File: src/rtl/branch_resolve_unit_pkg.sv
// Shared types and constants for the M-stage branch resolve unit.
//   - RS_IDLE / RS_HOLD   : redirect FSM encodings
//   - pred_state_e        : 2-bit saturating predictor states (shared with the local predictor)
//   - rec_e_t / rec_m_t   : E-stage and M-stage branch records
//   - corrected_pc()      : fetch PC to use after a mispredict
package branch_resolve_unit_pkg;

  localparam int unsigned CNT_W_DEF = 32;

  typedef enum logic {
    RS_IDLE = 1'b0,
    RS_HOLD = 1'b1
  } rs_state_e;

  typedef enum logic [1:0] {
    PS_STRONG_NT = 2'b00,
    PS_WEAK_NT   = 2'b01,
    PS_WEAK_T    = 2'b10,
    PS_STRONG_T  = 2'b11
  } pred_state_e;

  typedef struct packed {
    logic        valid;
    logic        pred;
    logic [31:0] pc;
    logic [31:0] target;
  } rec_e_t;

  typedef struct packed {
    logic        valid;
    logic        pred;
    logic        actual;
    logic [31:0] pc;
    logic [31:0] target;
  } rec_m_t;

  // Taken branches resume at the target, not-taken at the fall-through (wraps at 2^32).
  function automatic logic [31:0] corrected_pc(input rec_m_t r);
    return r.actual ? r.target : (r.pc + 32'd4);
  endfunction

endpackage

File: src/rtl/branch_resolve_unit_if.sv
// Redirect handshake and predictor update bus of the branch resolve unit.
//   master (resolve unit): drives redirect_valid/redirect_pc and the upd_* strobe,
//                          samples redirect_ready from fetch.
//   slave  (fetch/predictor side): the mirror image.
interface branch_resolve_unit_if;
  logic        redirect_valid;
  logic        redirect_ready;
  logic [31:0] redirect_pc;
  logic        upd_branchM;
  logic        upd_takeM;
  logic [31:0] upd_pcM;

  modport master (
    output redirect_valid, redirect_pc, upd_branchM, upd_takeM, upd_pcM,
    input  redirect_ready
  );

  modport slave (
    input  redirect_valid, redirect_pc, upd_branchM, upd_takeM, upd_pcM,
    output redirect_ready
  );
endinterface

File: src/rtl/branch_resolve_unit_flopenrc.sv
// flopenrc: stage register with synchronous reset, synchronous clear and enable.
//   clk, rst : clock, synchronous active-high reset
//   i_en     : load i_d when high
//   i_clr    : synchronous clear, takes priority over i_en
//   i_d/o_q  : data in / registered data out
module flopenrc #(
  parameter int unsigned WIDTH = 8
) (
  input  logic             clk,
  input  logic             rst,
  input  logic             i_en,
  input  logic             i_clr,
  input  logic [WIDTH-1:0] i_d,
  output logic [WIDTH-1:0] o_q
);

  logic [WIDTH-1:0] r_q;

  always_ff @(posedge clk) begin
    if (rst || i_clr) begin
      r_q <= '0;
    end else if (i_en) begin
      r_q <= i_d;
    end
  end

  assign o_q = r_q;

endmodule

File: src/rtl/branch_resolve_unit.sv
// branch_resolve_unit: checks D-stage predictions once the branch reaches M,
// requests a fetch redirect (and pipeline flush) on a mispredict, drives the
// predictor update strobe and keeps saturating branch/mispredict counters.
//   clk, rst                 : clock, synchronous active-high reset
//   i_stallE / i_stallM      : hold E / M stage records
//   i_branchD, i_pred_takeD  : D-stage branch flag and predicted direction
//   i_pcD, i_targetD         : branch PC and taken target
//   i_actual_takeE           : resolved direction, joins the record entering M
//   bus (master)             : redirect handshake + predictor update port
//   o_flushD/E/M             : kill younger instructions (== redirect_valid)
//   o_correctM               : M-stage prediction was right (1 with no branch)
//   o_branch_cnt/o_mispred_cnt : saturating performance counters
module branch_resolve_unit
  import branch_resolve_unit_pkg::*;
#(
  parameter int unsigned CNT_W = CNT_W_DEF
) (
  input  logic                 clk,
  input  logic                 rst,
  input  logic                 i_stallE,
  input  logic                 i_stallM,
  input  logic                 i_branchD,
  input  logic                 i_pred_takeD,
  input  logic [31:0]          i_pcD,
  input  logic [31:0]          i_targetD,
  input  logic                 i_actual_takeE,
  branch_resolve_unit_if.master bus,
  output logic                 o_flushD,
  output logic                 o_flushE,
  output logic                 o_flushM,
  output logic                 o_correctM,
  output logic [CNT_W-1:0]     o_branch_cnt,
  output logic [CNT_W-1:0]     o_mispred_cnt
);

  localparam logic [CNT_W-1:0] CNT_MAX = '1;
  localparam logic [CNT_W-1:0] CNT_ONE = {{(CNT_W-1){1'b0}}, 1'b1};

  rec_e_t           w_recD;
  rec_e_t           w_recE;
  rec_m_t           w_recE2M;
  rec_m_t           w_recM;
  logic             w_flush;
  logic             w_mispredM;
  logic             w_updM;
  logic [31:0]      w_fix_pc;

  rs_state_e        r_state;
  logic [31:0]      r_hold_pc;
  logic [CNT_W-1:0] r_branch_cnt;
  logic [CNT_W-1:0] r_mispred_cnt;

  assign w_recD = '{valid: i_branchD, pred: i_pred_takeD, pc: i_pcD, target: i_targetD};

  flopenrc #(.WIDTH($bits(rec_e_t))) u_rec_e (
    .clk   (clk),
    .rst   (rst),
    .i_en  (~i_stallE),
    .i_clr (w_flush),
    .i_d   (w_recD),
    .o_q   (w_recE)
  );

  assign w_recE2M = '{valid:  w_recE.valid,
                      pred:   w_recE.pred,
                      actual: i_actual_takeE,
                      pc:     w_recE.pc,
                      target: w_recE.target};

  flopenrc #(.WIDTH($bits(rec_m_t))) u_rec_m (
    .clk   (clk),
    .rst   (rst),
    .i_en  (~i_stallM),
    .i_clr (w_flush),
    .i_d   (w_recE2M),
    .o_q   (w_recM)
  );

  assign w_mispredM = w_recM.valid & (w_recM.actual != w_recM.pred);
  assign w_fix_pc   = corrected_pc(w_recM);
  // Update only on the cycle the branch leaves M, so a stalled branch counts once.
  assign w_updM     = w_recM.valid & ~i_stallM;

  // In HOLD the latched PC is replayed; anything reaching M meanwhile is flushed.
  assign bus.redirect_valid = (r_state == RS_HOLD) | w_mispredM;
  assign bus.redirect_pc    = (r_state == RS_HOLD) ? r_hold_pc : w_fix_pc;
  assign bus.upd_branchM    = w_updM;
  assign bus.upd_pcM        = w_recM.pc;
  assign bus.upd_takeM      = w_recM.actual;

  assign w_flush    = bus.redirect_valid;
  assign o_flushD   = w_flush;
  assign o_flushE   = w_flush;
  assign o_flushM   = w_flush;
  assign o_correctM = ~w_mispredM;

  always_ff @(posedge clk) begin
    if (rst) begin
      r_state   <= RS_IDLE;
      r_hold_pc <= '0;
    end else begin
      case (r_state)
        RS_IDLE: begin
          if (w_mispredM && !bus.redirect_ready) begin
            r_state   <= RS_HOLD;
            r_hold_pc <= w_fix_pc;
          end
        end
        RS_HOLD: begin
          if (bus.redirect_ready) begin
            r_state <= RS_IDLE;
          end
        end
        default: r_state <= RS_IDLE;
      endcase
    end
  end

  always_ff @(posedge clk) begin
    if (rst) begin
      r_branch_cnt  <= '0;
      r_mispred_cnt <= '0;
    end else if (w_updM) begin
      if (r_branch_cnt != CNT_MAX) begin
        r_branch_cnt <= r_branch_cnt + CNT_ONE;
      end
      if (w_mispredM && (r_mispred_cnt != CNT_MAX)) begin
        r_mispred_cnt <= r_mispred_cnt + CNT_ONE;
      end
    end
  end

  assign o_branch_cnt  = r_branch_cnt;
  assign o_mispred_cnt = r_mispred_cnt;

endmodule
File: src/flat_wrapper.sv
// flat-port wrapper written by rule: the top's interface ports become plain ports
module branch_resolve_unit_flat import branch_resolve_unit_pkg::*;
#(
  parameter int unsigned CNT_W = CNT_W_DEF
)
  (clk, rst, i_stallE, i_stallM, i_branchD, i_pred_takeD, i_pcD, i_targetD, i_actual_takeE, o_flushD, o_flushE, o_flushM, o_correctM, o_branch_cnt, o_mispred_cnt, bus_redirect_valid, bus_redirect_pc, bus_upd_branchM, bus_upd_takeM, bus_upd_pcM, bus_redirect_ready);
  branch_resolve_unit_if bus_i ();
  input  logic clk;
  input  logic rst;
  input  logic i_stallE;
  input  logic i_stallM;
  input  logic i_branchD;
  input  logic i_pred_takeD;
  input  logic [31:0] i_pcD;
  input  logic [31:0] i_targetD;
  input  logic i_actual_takeE;
  output logic o_flushD;
  output logic o_flushE;
  output logic o_flushM;
  output logic o_correctM;
  output logic [CNT_W-1:0] o_branch_cnt;
  output logic [CNT_W-1:0] o_mispred_cnt;
  output wire logic [$bits(bus_i.redirect_valid)-1:0] bus_redirect_valid;
  output wire logic [$bits(bus_i.redirect_pc)-1:0] bus_redirect_pc;
  output wire logic [$bits(bus_i.upd_branchM)-1:0] bus_upd_branchM;
  output wire logic [$bits(bus_i.upd_takeM)-1:0] bus_upd_takeM;
  output wire logic [$bits(bus_i.upd_pcM)-1:0] bus_upd_pcM;
  input wire logic [$bits(bus_i.redirect_ready)-1:0] bus_redirect_ready;
  assign bus_redirect_valid = bus_i.redirect_valid;
  assign bus_redirect_pc = bus_i.redirect_pc;
  assign bus_upd_branchM = bus_i.upd_branchM;
  assign bus_upd_takeM = bus_i.upd_takeM;
  assign bus_upd_pcM = bus_i.upd_pcM;
  assign bus_i.redirect_ready = bus_redirect_ready;
  branch_resolve_unit #(.CNT_W(CNT_W)) u_core (.clk(clk), .rst(rst), .i_stallE(i_stallE), .i_stallM(i_stallM), .i_branchD(i_branchD), .i_pred_takeD(i_pred_takeD), .i_pcD(i_pcD), .i_targetD(i_targetD), .i_actual_takeE(i_actual_takeE), .bus(bus_i), .o_flushD(o_flushD), .o_flushE(o_flushE), .o_flushM(o_flushM), .o_correctM(o_correctM), .o_branch_cnt(o_branch_cnt), .o_mispred_cnt(o_mispred_cnt));
endmodule
File: config.mk
export PLATFORM = sky130hd
export DESIGN_NAME = branch_resolve_unit_flat
export DESIGN_NICKNAME = d
export VERILOG_FILES = /design/src/rtl/branch_resolve_unit_pkg.sv /design/src/rtl/branch_resolve_unit_if.sv /design/src/rtl/branch_resolve_unit_flopenrc.sv /design/src/rtl/branch_resolve_unit.sv /design/src/flat_wrapper.sv
export SDC_FILE = /design/constraint.sdc
export NUM_CORES = 1
export LEC_CHECK = 0
export CORE_AREA = 2 2 142 144
export CTS_CLUSTER_DIAMETER = 30
export DETAILED_ROUTE_END_ITERATION = 16
export DIE_AREA = 0 0 144 146
export PLACE_DENSITY = 0.85
export SLEW_MARGIN = 25
export SYNTH_ARGS = -nofsm -noshare
export SYNTH_HDL_FRONTEND = slang
export SYNTH_SLANG_ARGS = --single-unit
File: constraint.sdc
create_clock -name clk -period 3.2 [get_ports clk]
set_input_delay 0.64 -clock clk [delete_from_list [all_inputs] [get_ports clk]]
set_output_delay 0.64 -clock clk [all_outputs]
set_load 0.05 [all_outputs]
### After elaboration in Yosys (flattened, before gate mapping)

Index checks and enable logic that the tools add are counted.

* flip-flop bits (word level): 230
* bits of input ports: 72
* output and inout port bits: 135
* logic and storage cells: 30

* add/subtract/negate cells: 3
* equality and inequality tests: 3
* mux-type cells: 5
* bitwise gates (word level): 6
* reduce and logical (&&, ||, !) cells: 7

Operators by type and width (number)
* adder 32 x 1 -> 32 bit (second input constant): 2
* 2-to-1 mux 32 bit: 2
* inequality test 32 bit (second input constant): 2
* adder 32 x 3 -> 32 bit (second input constant): 1
* AND reduction 2 bit: 3
* NOT 1 bit: 3
* bitwise AND 1 bit: 2
* logical AND 1 bit: 2
* 2-to-1 mux 1 bit: 2
* one-hot mux 1 bit (2 select lines): 1
* zero test 1 bit: 1
* logical OR 1 bit: 1
* inequality test 1 bit: 1
* bitwise OR 1 bit: 1

### Logic depth before layout (Yosys ltp)

Gate-level depths: netlist of run 1.

* depth after elaboration: 5
* depth in mapped cells: 8
* mapped depth without buffers: 6

### Modules after synthesis

A second synthesis of run 1 with hierarchy kept.

* cells, all modules: 1192
* area, all modules: 10716.5 sq um

By module, submodules not included
* branch_resolve_unit: instances 1, cells an instance 760, area each 5895.7 sq um, sequential area each 1941.9 sq um
* flopenrc (u_core.u_rec_e): instances 1, cells an instance 214, area each 2426.1 sq um, sequential area each 1321.3 sq um
* flopenrc (u_core.u_rec_m): instances 1, cells an instance 218, area each 2394.8 sq um, sequential area each 1341.3 sq um

### Worst setup path before layout of run 1

No wires, ideal clock.

* path kind: reg-to-output
* from: register u_core.u_rec_m.r_q[64], in the netlist u_core.u_rec_m.o_q[64]
* to: output bus_redirect_pc[10]
* arrival time: 2982 ps
* required time: 2560 ps
* slack: -422 ps
* stages on the path, launching flop included: 6
* path buffers: 3
* cell sequence: dfxtp_1 -> clkbuf_1 -> clkbuf_1 -> buf_1 -> nor2_1 -> o31ai_1

* cells in the longest elaborated chain, start to end: 2

Ends and longest elaborated chain
* start: declaration: RTL line branch_resolve_unit_flopenrc.sv:17 `logic [WIDTH-1:0] r_q;`
* start signal: assignment: RTL line branch_resolve_unit_flopenrc.sv:23 `r_q <= i_d;`
* 2-to-1 mux 32 bit: RTL line branch_resolve_unit_pkg.sv:39 `return r.actual ? r.target : (r.pc + 32'd4);`
* 2-to-1 mux 32 bit: RTL line branch_resolve_unit.sv:86 `assign bus.redirect_pc = (r_state == RS_HOLD) ? r_hold_pc : w_fix_pc;`
* end: declaration: RTL line flat_wrapper.sv:24 `output wire logic [$bits(bus_i.redirect_pc)-1:0] bus_redirect_pc;`

Every way passes these cells.

### Worst setup path after layout of run 1

* from: register u_core.u_rec_m.r_q[49], in the netlist u_core.u_rec_m.o_q[49]
* to: output bus_redirect_pc[31]

* cells in the longest elaborated chain, start to end: 3

Ends and longest elaborated chain (RTL line)
* adder 32 x 3 -> 32 bit: branch_resolve_unit_pkg.sv:39
* 2-to-1 mux 32 bit: branch_resolve_unit_pkg.sv:39
* 2-to-1 mux 32 bit: branch_resolve_unit.sv:86

Every way passes these cells.

==> reports/qor.log, run 1 <==
[route] Routed wire per std cell 18.3 µm
[clock_tree] clock sink total 230
[logic_synthesis] share of flip-flops with an asynchronous set or reset after synthesis 0
[logic_synthesis] cell type contributing the most total cell area after synthesis sky130_fd_sc_hd__dfxtp_1
[logic_synthesis] cells taking the most area after synthesis sky130_fd_sc_hd__dfxtp_1 (42%), sky130_fd_sc_hd__mux2i_1 (13%), sky130_fd_sc_hd__nor2_1 (6.0%)
[logic_synthesis] number of register bits inferred by synthesis 230
[worst_setup_path] nature of the critical path startpoint register
[placed_design] final weighted congestion in routability-driven placement 0.939
[clock_tree] insertion delay to the later sink of the worst-skew pair 0.53 ns
[run] max-capacitance violation count 0
[sta] tightest slew margin relative to the limit 0.544
[sta] Final Hold Violating Endpoints 0
[sta] unrepaired setup endpoints after global routing true
[worst_setup_path] arrival time at the worst endpoint 2.51 ns
[die] effective utilization at floorplan 0.562
[clock_tree] clock slew at the register clock pins of the worst setup and hold paths 0.05 ns
[global_routing] initial antenna violation count 1
[global_routing] aggregate global routing overflow 0
[clock_tree] clock tree root driver cell sky130_fd_sc_hd__clkbuf_16
[placed_design] detailed placement HPWL 20600 µm
[route] remaining antenna violation count 0
[logic_synthesis] gate count after technology mapping 1249
[final_layout] layout cells sized above 1 0.144
[sta] largest clock skew in the final design 0.0222 ns
[final_layout] fill count 1214
[power] largest voltage drop on the vdd net 405 µV
[worst_setup_path] Max FO, Critical Path 6
[logic_synthesis] number of enable flip-flop cells after synthesis 0
[hold_path] Hold/Removal Path Class reg -> reg
[route] number of remaining DRC errors 0
[sta] post-layout min period 3.15 ns
[clock_tree] clock tree buffer depth 3
[final_layout] Finished Cell Area 14800 µm²
[sta] number of failing setup endpoints in the final timing report 0
[route] First DRT Iteration DRCs 816
[placed_design] Placed Area 13100 µm²
[die] Die Ht 146 µm
[route] total iterations of the first detailed-routing run 5
[global_routing] aggregate global-route resource usage 0.288
[logic_synthesis] share of Yosys cell area claimed by the top area cell type 0.424
[die] number of placement rows 51
[logic_synthesis] Synth Flop Type sky130_fd_sc_hd__dfxtp_1
[clock_tree] number of buffers created by CTS 43
[logic_synthesis] most numerous cell in the Yosys netlist sky130_fd_sc_hd__dfxtp_1
[worst_setup_path] critical path data required time 2.56 ns
[sta] Max Fclk 317 MHz
[sta] final max-slew violation count 0
[logic_synthesis] Mapped Avg Cell Area 8.70 µm²
[sta] worst-margin pin slew 0.685 ns
[route] post-detailed-routing wire length 31300 µm
[power] cell area power density 565 nW/µm²
[logic_synthesis] portion of the post-synthesis area used by sequential elements 0.424
[final_layout] number of nets in the layout 1490
[logic_synthesis] most common library cells after synthesis sky130_fd_sc_hd__dfxtp_1 (230), sky130_fd_sc_hd__nor2_1 (175), sky130_fd_sc_hd__mux2i_1 (140), sky130_fd_sc_hd__nand2_1 (79), sky130_fd_sc_hd__a21oi_1 (75)
[clock_tree] number of levels in the clock H-tree 2
[route] Vias/cell 5.94
[clock_tree] Hold Buf Count CTS 0
[power] Tot Pwr 8.36 mW
[final_layout] area of the multi-input gates 5760 µm²
[global_routing] wire length of the first global-routing pass 49200 µm
[logic_synthesis] Syn Nets 1324
[global_routing] via count of the first global-routing pass 9633
[placed_design] Buffers on Ports 206
[die] Core ar. 19300 µm²
[run_status] outcome completed
[clock_tree] clock tree from TritonCTS yes
[worst_setup_path] Setup crit end kind primary output
[die] Die Footprint 21000 µm²
[die] DIE WIDTH 144 µm
[logic_synthesis] Cell Area, Synth 10900 µm²
[final_layout] area growth from synthesis to layout 36.0%
[sta] portion of the clock cycle consumed by the worst path in the final layout 0.986
[logic_synthesis] number of different library cells in the post-synthesis netlist 53
[worst_setup_path] class of the most critical setup path reg -> out
[global_routing] largest net degree at the start of global routing 110
[final_layout] register cell area after layout 4640 µm²
[die] ports placed on the boundary 207
[power] leak pwr 5.68 nW
[logic_synthesis] synthesis warning total 0
[route] via count of the routed design 10200
[area by class of cell]
class / instances / share of cell area
well taps: 265 / 0.0224
diodes: 1 / 0.000169
multi-input cells: 886 / 0.390
clock buffers: 53 / 0.0802
flip-flops and latches: 230 / 0.314
clock inverters: 25 / 0.0194
repair buffers: 243 / 0.171
inverters: 11 / 0.00279
[power breakdown]
part / leakage [nW] / internal, mW / switching (mW)
registers: 1.88 / 2.95 / 0.0738
logic: 3.08 / 0.346 / 0.456
clock network: 0.716 / 2.98 / 1.55
total: 5.68 / 6.28 / 2.08
[sequential cells by signal (all words and copies together), names as in the netlist]
name,count
u_core.r_hold_pc,32
u_core.u_rec_e.o_q,66
u_core.o_mispred_cnt,32
u_core.o_branch_cnt,32
u_core.u_rec_m.o_q,67
u_core.r_state,1
[worst paths after layout]
check	startpoint	end	slack, ns	depth (start not counted)
setup / recovery	u_core.u_rec_m.o_q[49]	bus_redirect_pc[31]	0.05	7
setup reg to reg	u_core.o_branch_cnt[0]	u_core.o_branch_cnt[7]	0.63	7
hold / removal	u_core.r_hold_pc[5]	u_core.r_hold_pc[5]	0.45	2
hold reg to reg	u_core.r_hold_pc[5]	u_core.r_hold_pc[5]	0.45	2
[worst max-delay path, stage by stage, from the launching register on]
cell,delay (ns)
sky130_fd_sc_hd__dfxtp_4,0.34
sky130_fd_sc_hd__nand4_1,0.17
sky130_fd_sc_hd__nor4_4,0.38
sky130_fd_sc_hd__buf_6,0.18
sky130_fd_sc_hd__nand4_1,0.12
sky130_fd_sc_hd__mux2_2,0.34
sky130_fd_sc_hd__o31ai_4,0.27
sky130_fd_sc_hd__buf_12,0.18
[logic make-up (layout without fill, tap and decap cells)]
family / Yosys count / after routing / share of synthesized area
simple gates: 500 / 500 / 0.240
flops: 230 / 230 / 0.424
compound gates: 214 / 214 / 0.117
mux: 155 / 155 / 0.145
buf+inv: 133 / 332 / 0.0601
xor+xnor: 14 / 14 / 0.0113
fa+ha+maj: 3 / 3 / 0.00345
other cells: 0 / 1 / 0
[cell usage in the layout, fill, tap and decap left out, types with 26 or more instances in the layout]
cell type	synthesis	final
sky130_fd_sc_hd__nand4_1	36	36
sky130_fd_sc_hd__nand2_1	79	79
sky130_fd_sc_hd__buf_4	37	44
sky130_fd_sc_hd__mux2i_1	140	140
sky130_fd_sc_hd__nor2_1	175	173
sky130_fd_sc_hd__clkbuf_16	0	44
sky130_fd_sc_hd__or3_1	26	26
sky130_fd_sc_hd__nand3_1	36	36
sky130_fd_sc_hd__a21oi_1	75	75
sky130_fd_sc_hd__dfxtp_1	230	212
sky130_fd_sc_hd__o21ai_0	71	55
sky130_fd_sc_hd__or4_1	32	32
sky130_fd_sc_hd__o31ai_1	41	31
sky130_fd_sc_hd__clkdlybuf4s50_1	0	170
[what timing repair did]
action	CTS	global route
endpoints found under the setup margin	20	22
cloned	1	0
buffers inserted	2	4
hold endpoints to repair	0	0
resized for setup	29	23
pin swaps	4	7
[stage by stage]
step                       util  setup TNS, ns  worst slack, ns  std cells  hold WS, ns
after CTS                 0.759              0         0.000115       1709        0.453
after floorplan               -       -0.00581         -0.00581       1249        0.433
after global routing      0.764       -0.00332         -0.00332       1714        0.473
after global placement    0.677              0            0.334       1628        0.439
after detailed placement  0.677              0            0.274       1628        0.444
final                     0.764              0           0.0456       1714        0.453
[metal layers]
| metal | global-route usage | vias to the layer above | part of all wire | wire length (µm) |
|---|---|---|---|---|
| li1 | - | 4804 | - | - |
| met1 | 0.365 | 4845 | 0.40 | 12600 |
| met2 | 0.478 | 444 | 0.48 | 15100 |
| met3 | 0.0526 | 86 | 0.080 | 2500 |
| met4 | 0.125 | 0 | 0.037 | 1150 |
| met5 | 0 | - | 0 | 0 |
(Power assumes the default switching activity.)
==> run 2: changes to the inputs <==
Settings changed: ABC_AREA set to 1, CORE_AREA 2 2 142 144 to 2 2 148 150, DIE_AREA 0 0 144 146 to 0 0 150 152.
==> run 2 against run 1 <==
Effect of this change: cell count up 35%; setup slack better by 0.056 ns; clock power up 11%; global-route usage up 0.90 points; clock-buffer cell count up 1; sequential cell count unchanged; wire length up 9.8%; area after synthesis up 11%.
==> reports/qor.log, run 2 <==
[run_status] outcome completed
[route] via count of the routed design 12300
[final_layout] number of flip-flops under the largest register name 67
[route] remaining antenna violation count 0
[sta] tightest slew margin relative to the limit 0.458
[final_layout] Final Util 0.732
[power] cell area power density 554 nW/µm²
[clock_tree] number of levels in the clock H-tree 2
[hold_path] Hold/Removal Path Class reg -> reg
[placed_design] Placed Area 13900 µm²
[sta] unrepaired setup endpoints after global routing true
[sta] number of failing setup endpoints in the final timing report 0
[power] largest voltage drop on the vdd net 551 µV
[route] Vias/cell 5.32
[placed_design] detailed placement HPWL 24000 µm
[route] Routed wire per std cell 14.9 µm
[power] leak pwr 5.79 nW
[clock_tree] clock sink total 230
[logic_synthesis] most common library cells after synthesis sky130_fd_sc_hd__nand2_1 (701), sky130_fd_sc_hd__dfxtp_1 (230), sky130_fd_sc_hd__nor2_1 (201), sky130_fd_sc_hd__a21oi_1 (163), sky130_fd_sc_hd__inv_1 (116)
[final_layout] Finished Cell Area 15600 µm²
[route] post-detailed-routing wire length 34400 µm
[clock_tree] insertion delay to the later sink of the worst-skew pair 0.53 ns
[global_routing] via count of the first global-routing pass 11600
[global_routing] largest net degree at the start of global routing 134
[final_layout] antenna diode count 0
[logic_synthesis] cell type contributing the most total cell area after synthesis sky130_fd_sc_hd__dfxtp_1
[worst_setup_path] arrival time at the worst endpoint 2.46 ns
[final_layout] final std cells w/o fill 2312
[global_routing] initial antenna violation count 0
[global_routing] aggregate global routing overflow 0
[logic_synthesis] share of Yosys cell area claimed by the top area cell type 0.381
[global_routing] wire length of the first global-routing pass 55600 µm
[power] Tot Pwr 8.67 mW
[final_layout] area growth from synthesis to layout 29.3%
[run] max-capacitance violation count 0
[sta] portion of the clock cycle consumed by the worst path in the final layout 0.968
[clock_tree] clock tree buffer depth 3
[worst_setup_path] series of cell instances along the critical path ha_2 > nand2_1 > nor2_4 > nand2_2 > nor2_2 > nand2_1 > nand3_1 > o21ai_1 > nand2_1 > o21ai_1 > buf_12
[clock_tree] clock tree from TritonCTS yes
[worst_setup_path] Setup crit end kind primary output
[worst_setup_path] kind of cell with the highest combined delay on the critical path simple AND/OR/NAND/NOR gates
[logic_synthesis] number of register bits inferred by synthesis 230
[die] Die Ht 152 µm
[route] number of remaining DRC errors 0
[sta] post-layout min period 3.10 ns
[worst_setup_path] critical path data required time 2.56 ns
[worst_setup_path] Max FO, Critical Path 7
[die] DIE WIDTH 150 µm
[sta] largest clock skew in the final design 0.0152 ns
[logic_synthesis] portion of the post-synthesis area used by sequential elements 0.381
[logic_synthesis] Cell Area, Synth 12100 µm²
[route] First DRT Iteration DRCs 708
[logic_synthesis] Syn Nets 1923
[route] total iterations of the first detailed-routing run 5
[final_layout] fill count 1714
[final_layout] top library cells by usage in the layout, fill and taps aside sky130_fd_sc_hd__nand2_1 (701), sky130_fd_sc_hd__dfxtp_1 (223), sky130_fd_sc_hd__nor2_1 (193), sky130_fd_sc_hd__clkdlybuf4s50_1 (166), sky130_fd_sc_hd__a21oi_1 (162)
[sta] setup TNS 0 ns
[placed_design] Buffers on Ports 206
[die] Core ar. 21400 µm²
[worst_setup_path] Max stage delay cell, worst path sky130_fd_sc_hd__dfxtp_1
[worst_setup_path] nature of the critical path startpoint register
[logic_synthesis] number of different library cells in the post-synthesis netlist 41
[logic_synthesis] cells taking the most area after synthesis sky130_fd_sc_hd__dfxtp_1 (38%), sky130_fd_sc_hd__nand2_1 (22%), sky130_fd_sc_hd__a21oi_1 (6.7%)
[sta] Final Hold Violating Endpoints 0
[worst_setup_path] longest individual stage delay on the worst path 0.37 ns
[logic_synthesis] most numerous cell in the Yosys netlist sky130_fd_sc_hd__nand2_1
[clock_tree] clock tree root driver cell sky130_fd_sc_hd__clkbuf_16
[final_layout] layout cells sized above 1 0.119
[logic_synthesis] Synth Flop Type sky130_fd_sc_hd__dfxtp_1
[placed_design] worst slack at placement 0.560 ns
[clock_tree] clock slew at the register clock pins of the worst setup and hold paths 0.05 ns
[sta] final max-slew violation count 0
[sta] hold slack final 0.448 ns
[worst_setup_path] Worst Path Buf+Inv 1
[die] ports placed on the boundary 207
[placed_design] final weighted congestion in routability-driven placement 0.928
[worst_setup_path] crit-path most repeated cell sky130_fd_sc_hd__nand2_1
[final_layout] most common cell after layout, fill and taps aside sky130_fd_sc_hd__nand2_1
[final_layout] number of nets in the layout 2072
[die] effective utilization at floorplan 0.566
[sta] worst-margin pin slew 0.812 ns
[logic_synthesis] synthesis warning total 0
[logic_synthesis] gate count after technology mapping 1848
[die] Die Footprint 22800 µm²
[worst_setup_path] class of the most critical setup path reg -> out
[logic_synthesis] share of flip-flops with an asynchronous set or reset after synthesis 0
[global_routing] aggregate global-route resource usage 0.297
[die] number of placement rows 54
[sta] Max Fclk 323 MHz
[logic_synthesis] Mapped Avg Cell Area 6.54 µm²
[placed_design] Placed Cells incl. Taps 2229
[clock_tree] number of buffers created by CTS 44
[sta] Final Worst Setup Slack 0.101 ns
[logic_synthesis] number of enable flip-flop cells after synthesis 0
-- run 2: cell type report --
cell class	count	area, µm²	share of cell area
flip-flops and latches	230	4610	0.295
repair buffers	221	2190	0.140
clock buffers	54	1180	0.0754
clock inverters	27	453	0.0290
multi-input cells	1380	6400	0.409
inverters	120	455	0.0291
well taps	280	350	0.0224
-- run 2: final timing paths --
check / cells past startpoint / slack [ns] / to / start
max: 11 / 0.10 / bus_redirect_pc[14] / u_core.u_rec_m.o_q[35]
min: 2 / 0.45 / u_core.r_hold_pc[4] / u_core.r_hold_pc[4]
max reg2reg: 11 / 1.02 / u_core.o_branch_cnt[21] / u_core.o_branch_cnt[1]
min reg2reg: 2 / 0.45 / u_core.r_hold_pc[4] / u_core.r_hold_pc[4]
-- run 2: layer usage --
layer	track usage	vias up	share of wire
li1	-	6116	-
met1	0.372	5609	0.41
met2	0.501	462	0.48
met3	0.0502	104	0.075
met4	0.132	0	0.042
met5	0	-	0
-- run 2: timing repair --
action,CTS,global route
endpoints found under the setup margin,0,20
setup buffers,0,1
resized for setup,0,24
endpoints found under the hold margin,0,0
hold buffers,0,0
-- run 2: cells by family (layout without fill, tap and decap cells) --
kind of cell             Yosys count  count (layout)  share of synthesized area
multiplexers                       4               4                    0.00331
adder cells (fa/ha/maj)            3               3                    0.00310
flip-flops                       230             230                      0.381
AO/OA/AOI/OAI                    274             274                      0.130
XOR/XNOR                          30              30                     0.0217
AND/OR/NAND/NOR                 1069            1069                      0.367
buffers and inverters            238             422                     0.0942
-- run 2: worst min-delay path, stage by stage (launching register included) --
cell and delay, ns:
sky130_fd_sc_hd__dfxtp_1 0.29, sky130_fd_sc_hd__inv_1 0.05, sky130_fd_sc_hd__a21oi_1 0.05
-- run 2: power by group --
group	switching (mW)	internal, mW
combinational	0.393	0.227
sequential	0.0594	2.95
clock	1.53	3.51
